### config.mk
export PLATFORM = sky130hd
export DESIGN_NAME = divider_sweep_ctrl
export DESIGN_NICKNAME = d
export VERILOG_FILES = /design/src/rtl/divider_sweep_ctrl.sv
export SDC_FILE = /design/constraint.sdc
export NUM_CORES = 1
export LEC_CHECK = 0
export ABC_AREA = 1
export CELL_PAD_IN_SITES_DETAIL_PLACEMENT = 1
export CELL_PAD_IN_SITES_GLOBAL_PLACEMENT = 1
export CORE_MARGIN = 1
export CORE_UTILIZATION = 45
export CTS_CLUSTER_DIAMETER = 100
export DETAILED_ROUTE_END_ITERATION = 16
export GPL_ROUTABILITY_DRIVEN = 0
export PLACE_DENSITY_LB_ADDON = 0.1
export SYNTH_ARGS = -nofsm -noshare
export SYNTH_HDL_FRONTEND = slang
export SYNTH_SLANG_ARGS = --single-unit
export TNS_END_PERCENT = 50
### constraint.sdc
create_clock -name i_clk -period 3.5 [get_ports i_clk]
set_input_delay 0.525 -clock i_clk [delete_from_list [all_inputs] [get_ports i_clk]]
set_output_delay 0.525 -clock i_clk [all_outputs]
set_load 0.02 [all_outputs]
### src/rtl/divider_sweep_ctrl.sv
// Sweep sequencer for the 8-bit presettable programmable divider: steps a small
// table of load values, holding each one for a programmable number of divider periods.
module divider_sweep_ctrl #(
    parameter int WIDTH = 8,
    parameter int DEPTH = 4,
    parameter int AW    = 2
) (
    input  logic             i_clk,
    input  logic             i_rst_n,
    input  logic             i_start,
    input  logic             i_stop,
    input  logic             i_loop,
    input  logic             i_wr_en,
    input  logic [AW-1:0]    i_wr_addr,
    input  logic [WIDTH-1:0] i_wr_data,
    input  logic [7:0]       i_hold_periods,
    input  logic             i_co,
    output logic             o_load_n,
    output logic [WIDTH-1:0] o_load_value,
    output logic             o_busy,
    output logic             o_done,
    output logic [AW-1:0]    o_idx,
    output logic             o_period_tick
);

    // state | meaning
    // IDLE  | waiting for start; table writable
    // LOAD  | one-cycle parallel load of table[idx]
    // RUN   | counting divider periods via co
    // NEXT  | advance / wrap the table index
    // DONE  | one-cycle done pulse after a single pass
    typedef enum logic [2:0] {
        S_IDLE = 3'd0,
        S_LOAD = 3'd1,
        S_RUN  = 3'd2,
        S_NEXT = 3'd3,
        S_DONE = 3'd4
    } state_t;

    localparam logic [AW-1:0] LAST_IDX = AW'(DEPTH - 1);

    state_t           r_state;
    state_t           w_state_nxt;
    logic [WIDTH-1:0] r_table [DEPTH];
    logic [7:0]       r_count;
    logic [7:0]       w_count_nxt;
    logic [7:0]       r_hold;
    logic [7:0]       w_hold_nxt;
    logic             r_loop;
    logic             w_loop_nxt;
    logic [AW-1:0]    r_idx;
    logic [AW-1:0]    w_idx_nxt;
    logic             r_load_n;
    logic             w_load_n_nxt;
    logic [WIDTH-1:0] r_load_value;
    logic [WIDTH-1:0] w_load_value_nxt;
    logic             r_busy;
    logic             w_busy_nxt;
    logic             r_done;
    logic             w_done_nxt;
    logic             r_tick;
    logic             w_tick_nxt;

    always_ff @(posedge i_clk or negedge i_rst_n) begin
        if (!i_rst_n) begin
            r_state      <= S_IDLE;
            r_count      <= 8'd0;
            r_hold       <= 8'd0;
            r_loop       <= 1'b0;
            r_idx        <= '0;
            r_load_n     <= 1'b1;
            r_load_value <= '0;
            r_busy       <= 1'b0;
            r_done       <= 1'b0;
            r_tick       <= 1'b0;
        end else begin
            r_state      <= w_state_nxt;
            r_count      <= w_count_nxt;
            r_hold       <= w_hold_nxt;
            r_loop       <= w_loop_nxt;
            r_idx        <= w_idx_nxt;
            r_load_n     <= w_load_n_nxt;
            r_load_value <= w_load_value_nxt;
            r_busy       <= w_busy_nxt;
            r_done       <= w_done_nxt;
            r_tick       <= w_tick_nxt;
        end
    end

    always_ff @(posedge i_clk or negedge i_rst_n) begin
        if (!i_rst_n) begin
            for (int i = 0; i < DEPTH; i++) begin
                r_table[i] <= '0;
            end
        end else if (i_wr_en && (r_state == S_IDLE)) begin
            r_table[i_wr_addr] <= i_wr_data;
        end
    end

    always_comb begin
        w_state_nxt      = r_state;
        w_count_nxt      = r_count;
        w_hold_nxt       = r_hold;
        w_loop_nxt       = r_loop;
        w_idx_nxt        = r_idx;
        w_load_n_nxt     = 1'b1;
        w_load_value_nxt = r_load_value;
        w_tick_nxt       = 1'b0;

        // stop overrides everything outside IDLE; co in the same cycle is dropped
        if ((r_state != S_IDLE) && i_stop) begin
            w_state_nxt = S_IDLE;
        end else begin
            case (r_state)
                S_IDLE: begin
                    if (i_start && !i_stop) begin
                        w_hold_nxt  = (i_hold_periods == 8'd0) ? 8'd1 : i_hold_periods;
                        w_loop_nxt  = i_loop;
                        w_idx_nxt   = '0;
                        w_state_nxt = S_LOAD;
                    end
                end
                S_LOAD: begin
                    w_count_nxt = 8'd0;
                    w_state_nxt = S_RUN;
                end
                S_RUN: begin
                    if (i_co) begin
                        w_tick_nxt = 1'b1;
                        if (r_count == (r_hold - 8'd1)) begin
                            w_state_nxt = S_NEXT;
                        end else begin
                            w_count_nxt  = r_count + 8'd1;
                            w_load_n_nxt = 1'b0;
                        end
                    end
                end
                S_NEXT: begin
                    if (r_idx != LAST_IDX) begin
                        w_idx_nxt   = r_idx + 1'b1;
                        w_state_nxt = S_LOAD;
                    end else if (r_loop) begin
                        w_idx_nxt   = '0;
                        w_state_nxt = S_LOAD;
                    end else begin
                        w_state_nxt = S_DONE;
                    end
                end
                S_DONE: begin
                    w_state_nxt = S_IDLE;
                end
                default: begin
                    w_state_nxt = S_IDLE;
                end
            endcase
        end

        // outputs are registered from the state being entered
        if (w_state_nxt == S_LOAD) begin
            w_load_n_nxt     = 1'b0;
            w_load_value_nxt = r_table[w_idx_nxt];
        end
        w_busy_nxt = (w_state_nxt != S_IDLE);
        w_done_nxt = (w_state_nxt == S_DONE);
    end

    assign o_load_n      = r_load_n;
    assign o_load_value  = r_load_value;
    assign o_busy        = r_busy;
    assign o_done        = r_done;
    assign o_idx         = r_idx;
    assign o_period_tick = r_tick;

endmodule

# ---- Yosys cells after proc, flatten, opt, wreduce, memory -nomap -nowiden
# Cells that the tools add are included.
dict set report word_totals {
  latch_bits 0
  mem_bits_rw 0
  mem_count 0
  rom_bits 0
  reg_bits 66
  output_inout_bits 14
}
dict set report op_classes {
  eq_ne 9
  n_bitwise 3
  shifts 0
  mul 0
  n_addsub 3
  magnitude_cmp 3
  div_mod_pow 0
  reduce_logical 12
  muxes 30
}
# operator n
set op_table {}
lappend op_table {{8-bit two-way mux} 6}
lappend op_table {{32-bit bitwise mux} 1}
lappend op_table {{3-bit two-way mux} 6}
lappend op_table {{8-bit binary-select mux with 2-bit select} 1}
lappend op_table {{8-bit demux with 2-bit select} 1}
lappend op_table {{8-bit one-hot mux with 2 select lines} 1}
lappend op_table {{3-bit one-hot mux with 4 select lines} 1}
lappend op_table {{8-bit by 1-bit adder with 8-bit output, second input constant} 1}
lappend op_table {{8-bit == test} 1}
lappend op_table {{8-bit zero test} 1}
lappend op_table {{1-bit two-way mux} 8}
lappend op_table {{2-bit two-way mux} 4}
lappend op_table {{8-bit by 1-bit subtractor with 8-bit output, second input constant} 1}
lappend op_table {{3-bit by 1-bit == test with 1-bit output, second input constant} 2}
lappend op_table {{3-bit by 2-bit == test with 1-bit output, second input constant} 2}
lappend op_table {{3-bit >= comparator, second input constant} 2}
lappend op_table {{2-bit != test, second input constant} 3}
lappend op_table {{2-bit NOT with 3-bit output} 2}
lappend op_table {{3-bit nonzero test} 2}
lappend op_table {{1-bit logical AND} 4}
lappend op_table {{2-bit one-hot mux with 2 select lines} 1}
lappend op_table {{4-bit AND reduction} 1}
lappend op_table {{3-bit == test, second input constant} 1}
lappend op_table {{3-bit zero test} 1}
lappend op_table {{other kinds (6)} 6}

# ---- Longest topological paths before layout
dict set report logic_depth {
  ltp_word 9
  depth_mapped 13
  ltp_nobuf 13
}

# ---- Worst setup path before layout
# Ideal clock, no wire load.
dict set report synth_timing {
  path_kind {register to register}
  startpoint {reg r_idx[0] (netlist: o_idx[0])}
  endpoint {reg r_load_value[6] (netlist: o_load_value[6])}
  stages_incl_launch_ff 12
  period_less_slack_ps 1730
  slack_ps 1770
  t_arrival_ps 1612
  setup_time_ps 119
  path_cell_list {dfrtp_1 ha_1 inv_1 nor2_1 nand2_1 nand3_2 nand2_2 buf_6 nand3_1 nand3_1 nand3_1 nand2_1}
}
dict set report synth_via {
  elab_chain_cells 8
}
# element line_no
set synth_rtl {}
lappend synth_rtl {{start: declaration} 51} ;# logic [AW-1:0] r_idx;
lappend synth_rtl {{start signal: assignment} 81} ;# r_idx <= w_idx_nxt;
lappend synth_rtl {{2-bit by 1-bit adder with 2-bit output, or another cell as far along} 140} ;# w_idx_nxt = r_idx + 1'b1;
lappend synth_rtl {{2-bit two-way mux} 139} ;# if (r_idx != LAST_IDX) begin
lappend synth_rtl {{2-bit one-hot mux with 2 select lines} 114} ;# case (r_state)
lappend synth_rtl {{2-bit two-way mux} 111} ;# if ((r_state != S_IDLE) && i_stop) begin
lappend synth_rtl {{2-bit NOT with 3-bit output (implied by the code)} 161} ;# w_load_value_nxt = r_table[w_idx_nxt];
lappend synth_rtl {{8-bit binary-select mux with 2-bit select} 161}
lappend synth_rtl {{8-bit two-way mux (implied by the code) (2 in series)} 161}
lappend synth_rtl {{end signal: assignment} 83} ;# r_load_value <= w_load_value_nxt;
lappend synth_rtl {{end: declaration} 55} ;# logic [WIDTH-1:0] r_load_value;
# Several ways; a longest one is shown, not always the timed one. The select of a mux whose other input is x is not followed.
# A chain may end at the register's enable or synchronous reset.

# ---- Final worst setup path
dict set report layout_timing {
  startpoint {reg r_idx[0] (netlist: o_idx[0])}
  endpoint {reg r_load_value[4] (netlist: o_load_value[4])}
}
# Same word-level chain as after synthesis.

==> key figures <==
Flow run
  • Maxcap violations: 0

Synthesis
  • Largest family of logic cells by synthesized area: simple AND/OR/NAND/NOR gates
  • Sequential area share after synthesis: 47.08%
  • Adder-Cell Fraction of Synth Area: 1.069%
  • Most used DFF post-synth: dfrtp_1
  • Mapped Avg Cell Area: 9.167 um^2
  • Compound-Gate Fraction of Synth Area: 1.746%
  • XOR/XNOR share of the synthesized area: between 2 and 2.5%
  • Number of flops mapped to enable cells by yosys: 0
  • Area leader, netlist: dfrtp_1
  • Simple-gate share of the synthesized area: 31.65%
  • Cell count after synthesis: between 300 and 400
  • Ys Warns: 0
  • Multiplexer area fraction after synthesis: 10.26%
  • FF+latch count, synth: 66
  • Async SR Flop Fraction: 100.0%
  • Ranking of synthesized cells by area: dfrtp_1 46%, nand3_1 11%, mux2_2 9.6%, nand2_1 9.1%, inv_1 4.1%
  • Top-area cell type share of the netlist area: between 40% and 50%
  • Synthesized cell area: 3511 um^2
  • Syn nets: around 410
  • Unique masters post-synth: 32

Power and ir drop
  • Power per standard cell area: 793.1 nW/um^2
  • Static Leak: 2.004 nW
  • Maximum VDD drop: 372.4 uV

Critical path
  • CP Capture Type: register
  • Kind of critical path: register to register
  • R2R setup slack: 1.29 ns
  • Critical Path RT: approximately 3.7 ns
  • R2r endpoint: o_load_value[4]
  • FF-to-FF Start: o_idx[0]
  • Crit path DAT: ~2.4 ns
  • Critical Path Source Type: register
  • Worst R2R Path Depth: 10
  • Crit-path max FO: 17

GRT
  • Initial antenna violation count: 0
  • Gr usage total: approximately 24%
  • Pin count of the biggest net entering global routing: 29
  • Gr ovfl total: 0
  • Number of global-route vias before repair: about 3000
  • First-pass GRT wire length: between 15000 and 20000 um

Layout
  • Final Cell Area: between 4000 and 5000 um^2
  • Fillcell total: 874
  • Diode count: 0
  • Final #Nets: between 400 and 500
  • Layout cell share with drive strength beyond 1: 16.63%
  • Most frequent cells in the layout: 85 x nand2_1, 77 x nand3_1, 65 x dfrtp_1, 38 x inv_1, 37 x clkdlybuf4s50_1
  • Syn-to-layout area delta: 17.75%
  • Commonest non-fill, non-tap cell in the layout: nand2_1

Floorplanning
  • FP Rows: 31
  • Die X: 90.33 um
  • I/O pin count: 39
  • Die Y: 90.33 um
  • Initial Util: between 40% and 50%
  • Die area: between 8000 and 9000 um^2
  • Placeable Area: 7408 um^2

Place
  • Port Buffers: 38
  • Placed cell area: a little under 4000 um^2
  • Detailed Place HPWL: between 6000 and 7000 um

Routing
  • Vias: 2858
  • 1st-pass router iterations: 4
  • DR iter-0 viols: around 150
  • Vias per cell: 5.372
  • Final wirelength: around 9000 um
  • DRC viols: 0
  • DR WL/cell: 16.76 um
  • Post-route ant nets: 0

Clocking
  • TritonCTS Buffers: 9
  • Latest clock arrival within the worst-skew pair: 0.35 ns
  • Post-cts gate resize count: 0
  • Hold-fix buffers, CTS: 0
  • CTS Buffer Depth: 2
  • CTS Sinks: 66
  • Setup bufs post-CTS: 0
  • Clock slew at reported path FFs: 0.08 ns
  • H-tree Lvls: 3
  • Clock Root Buffer: clkbuf_8
  • CTS tree: built

Min path
  • Hold Path Class: primary input to async pin

Timing
  • Final Hold Vio Count: 0
  • Final setup vio count: 0
  • Setup Skew: 0.01646 ns
  • Fmax: 0.4521 GHz
  • Setup TNS: 0 ns
  • Max Slew Vio Count: 0
  • Worst-margin pin slew: 0.6034 ns
  • Crit path time final: between 2 and 2.5 ns
  • RSZ-0062 raised after global routing: no
  • Period utilisation layout: 63.20%
  • Rel. slew slack: 59.64%

Run status
  • Status: complete, no violations
metal layers:
metal / vias up / share of wire [%] / global-route usage (%)
met5: - / 0 / 0
met4: 0 / 0.71 / 5.511
met3: 6 / 3.7 / 5.808
met2: 56 / 46 / 37.66
met1: 1432 / 49 / 34.45
li1: 1364 / - / -
cells by family (layout without fill, tap and decap cells):
family,after synthesis,in the layout
muxes,32,32
AOI/OAI and AO/OA,10,10
DFF,66,66
xor gates and xnor gates,9,9
adders and majority gates,3,3
buffers and inverters,46,96
and+or+nand+nor,217,217
critical path: stages, from the launching register on:
cell	delay [ns]
dfrtp_1	0.50
ha_1	0.25
inv_1	0.05
nor2_1	0.12
nand2_1	0.14
nand3_2	0.28
nand2_2	0.31
nand3_1	0.17
nand3_1	0.10
nand3_1	0.10
nand2_1	0.07
area by class of cell:
type	instances	area (um^2)	share of cell area, %
Clock buffer	11	131.4	3.178
Clock inverter	5	31.28	0.7567
Inverter	40	155.1	3.753
Multi-Input combinational cell	271	1649	39.89
Sequential cell	66	1653	39.98
Tap cell	99	123.9	2.996
Timing Repair Buffer	40	390.4	9.443
cells in the mapped netlist (3+ instances only):
cell      n
nand2_4   3
mux2_2   30
nor3_4    4
nand2_1  85
nand2_2   4
ha_1      3
nor3_1    3
nand3_1  77
buf_6     4
o21ai_0   6
inv_1    38
xor2_1    7
dfrtp_1  65
nand3_2   4
nor2_1   19
nor2_2    3
nand4_1   8
power by group:
group | internal (mW) | total, mW | switching, mW
clock | 0.255 | 0.544 | 0.289
combinational | 0.583 | 1.39 | 0.804
sequential | 1.09 | 1.35 | 0.258
total | 1.93 | 3.28 | 1.35
per-stage QoR:
stage                     std cells  utilization, %  total power, mW  hold WS, ns  setup slack [ns]
after floorplan                 383               -            2.293       0.2294             1.770
after global placement          516           53.61            2.676       0.4707             1.139
after detailed placement        516           53.61            2.753       0.4807             1.096
after CTS                       532           55.80            3.307       0.1270             1.297
after global routing            532           55.80            3.543       0.1438             1.058
final                           532           55.80            3.279       0.1263             1.288
state kept, by name, indices dropped and copies added (netlist names):
register	flops
o_period_tick	1
r_loop	1
r_count	8
r_hold	8
o_idx	2
o_done	1
r_state	3
r_table	32
o_load_value	8
o_load_n	1
o_busy	1
how the worst max path moves through the flow:
| stage | start | end | slack, ns | depth (start not counted) |
|---|---|---|---|---|
| floorplan | o_idx[0] | o_load_value[6] | 1.77 | 11 |
| global placement | i_stop | o_load_value[5] | 1.14 | 10 |
| detailed placement | i_stop | o_load_value[4] | 1.10 | 10 |
| CTS | o_idx[0] | o_load_value[4] | 1.30 | 10 |
| global route | o_idx[0] | o_load_value[4] | 1.06 | 10 |
| finish | o_idx[0] | o_load_value[4] | 1.29 | 10 |
Power figures use the tool's default switching activity.
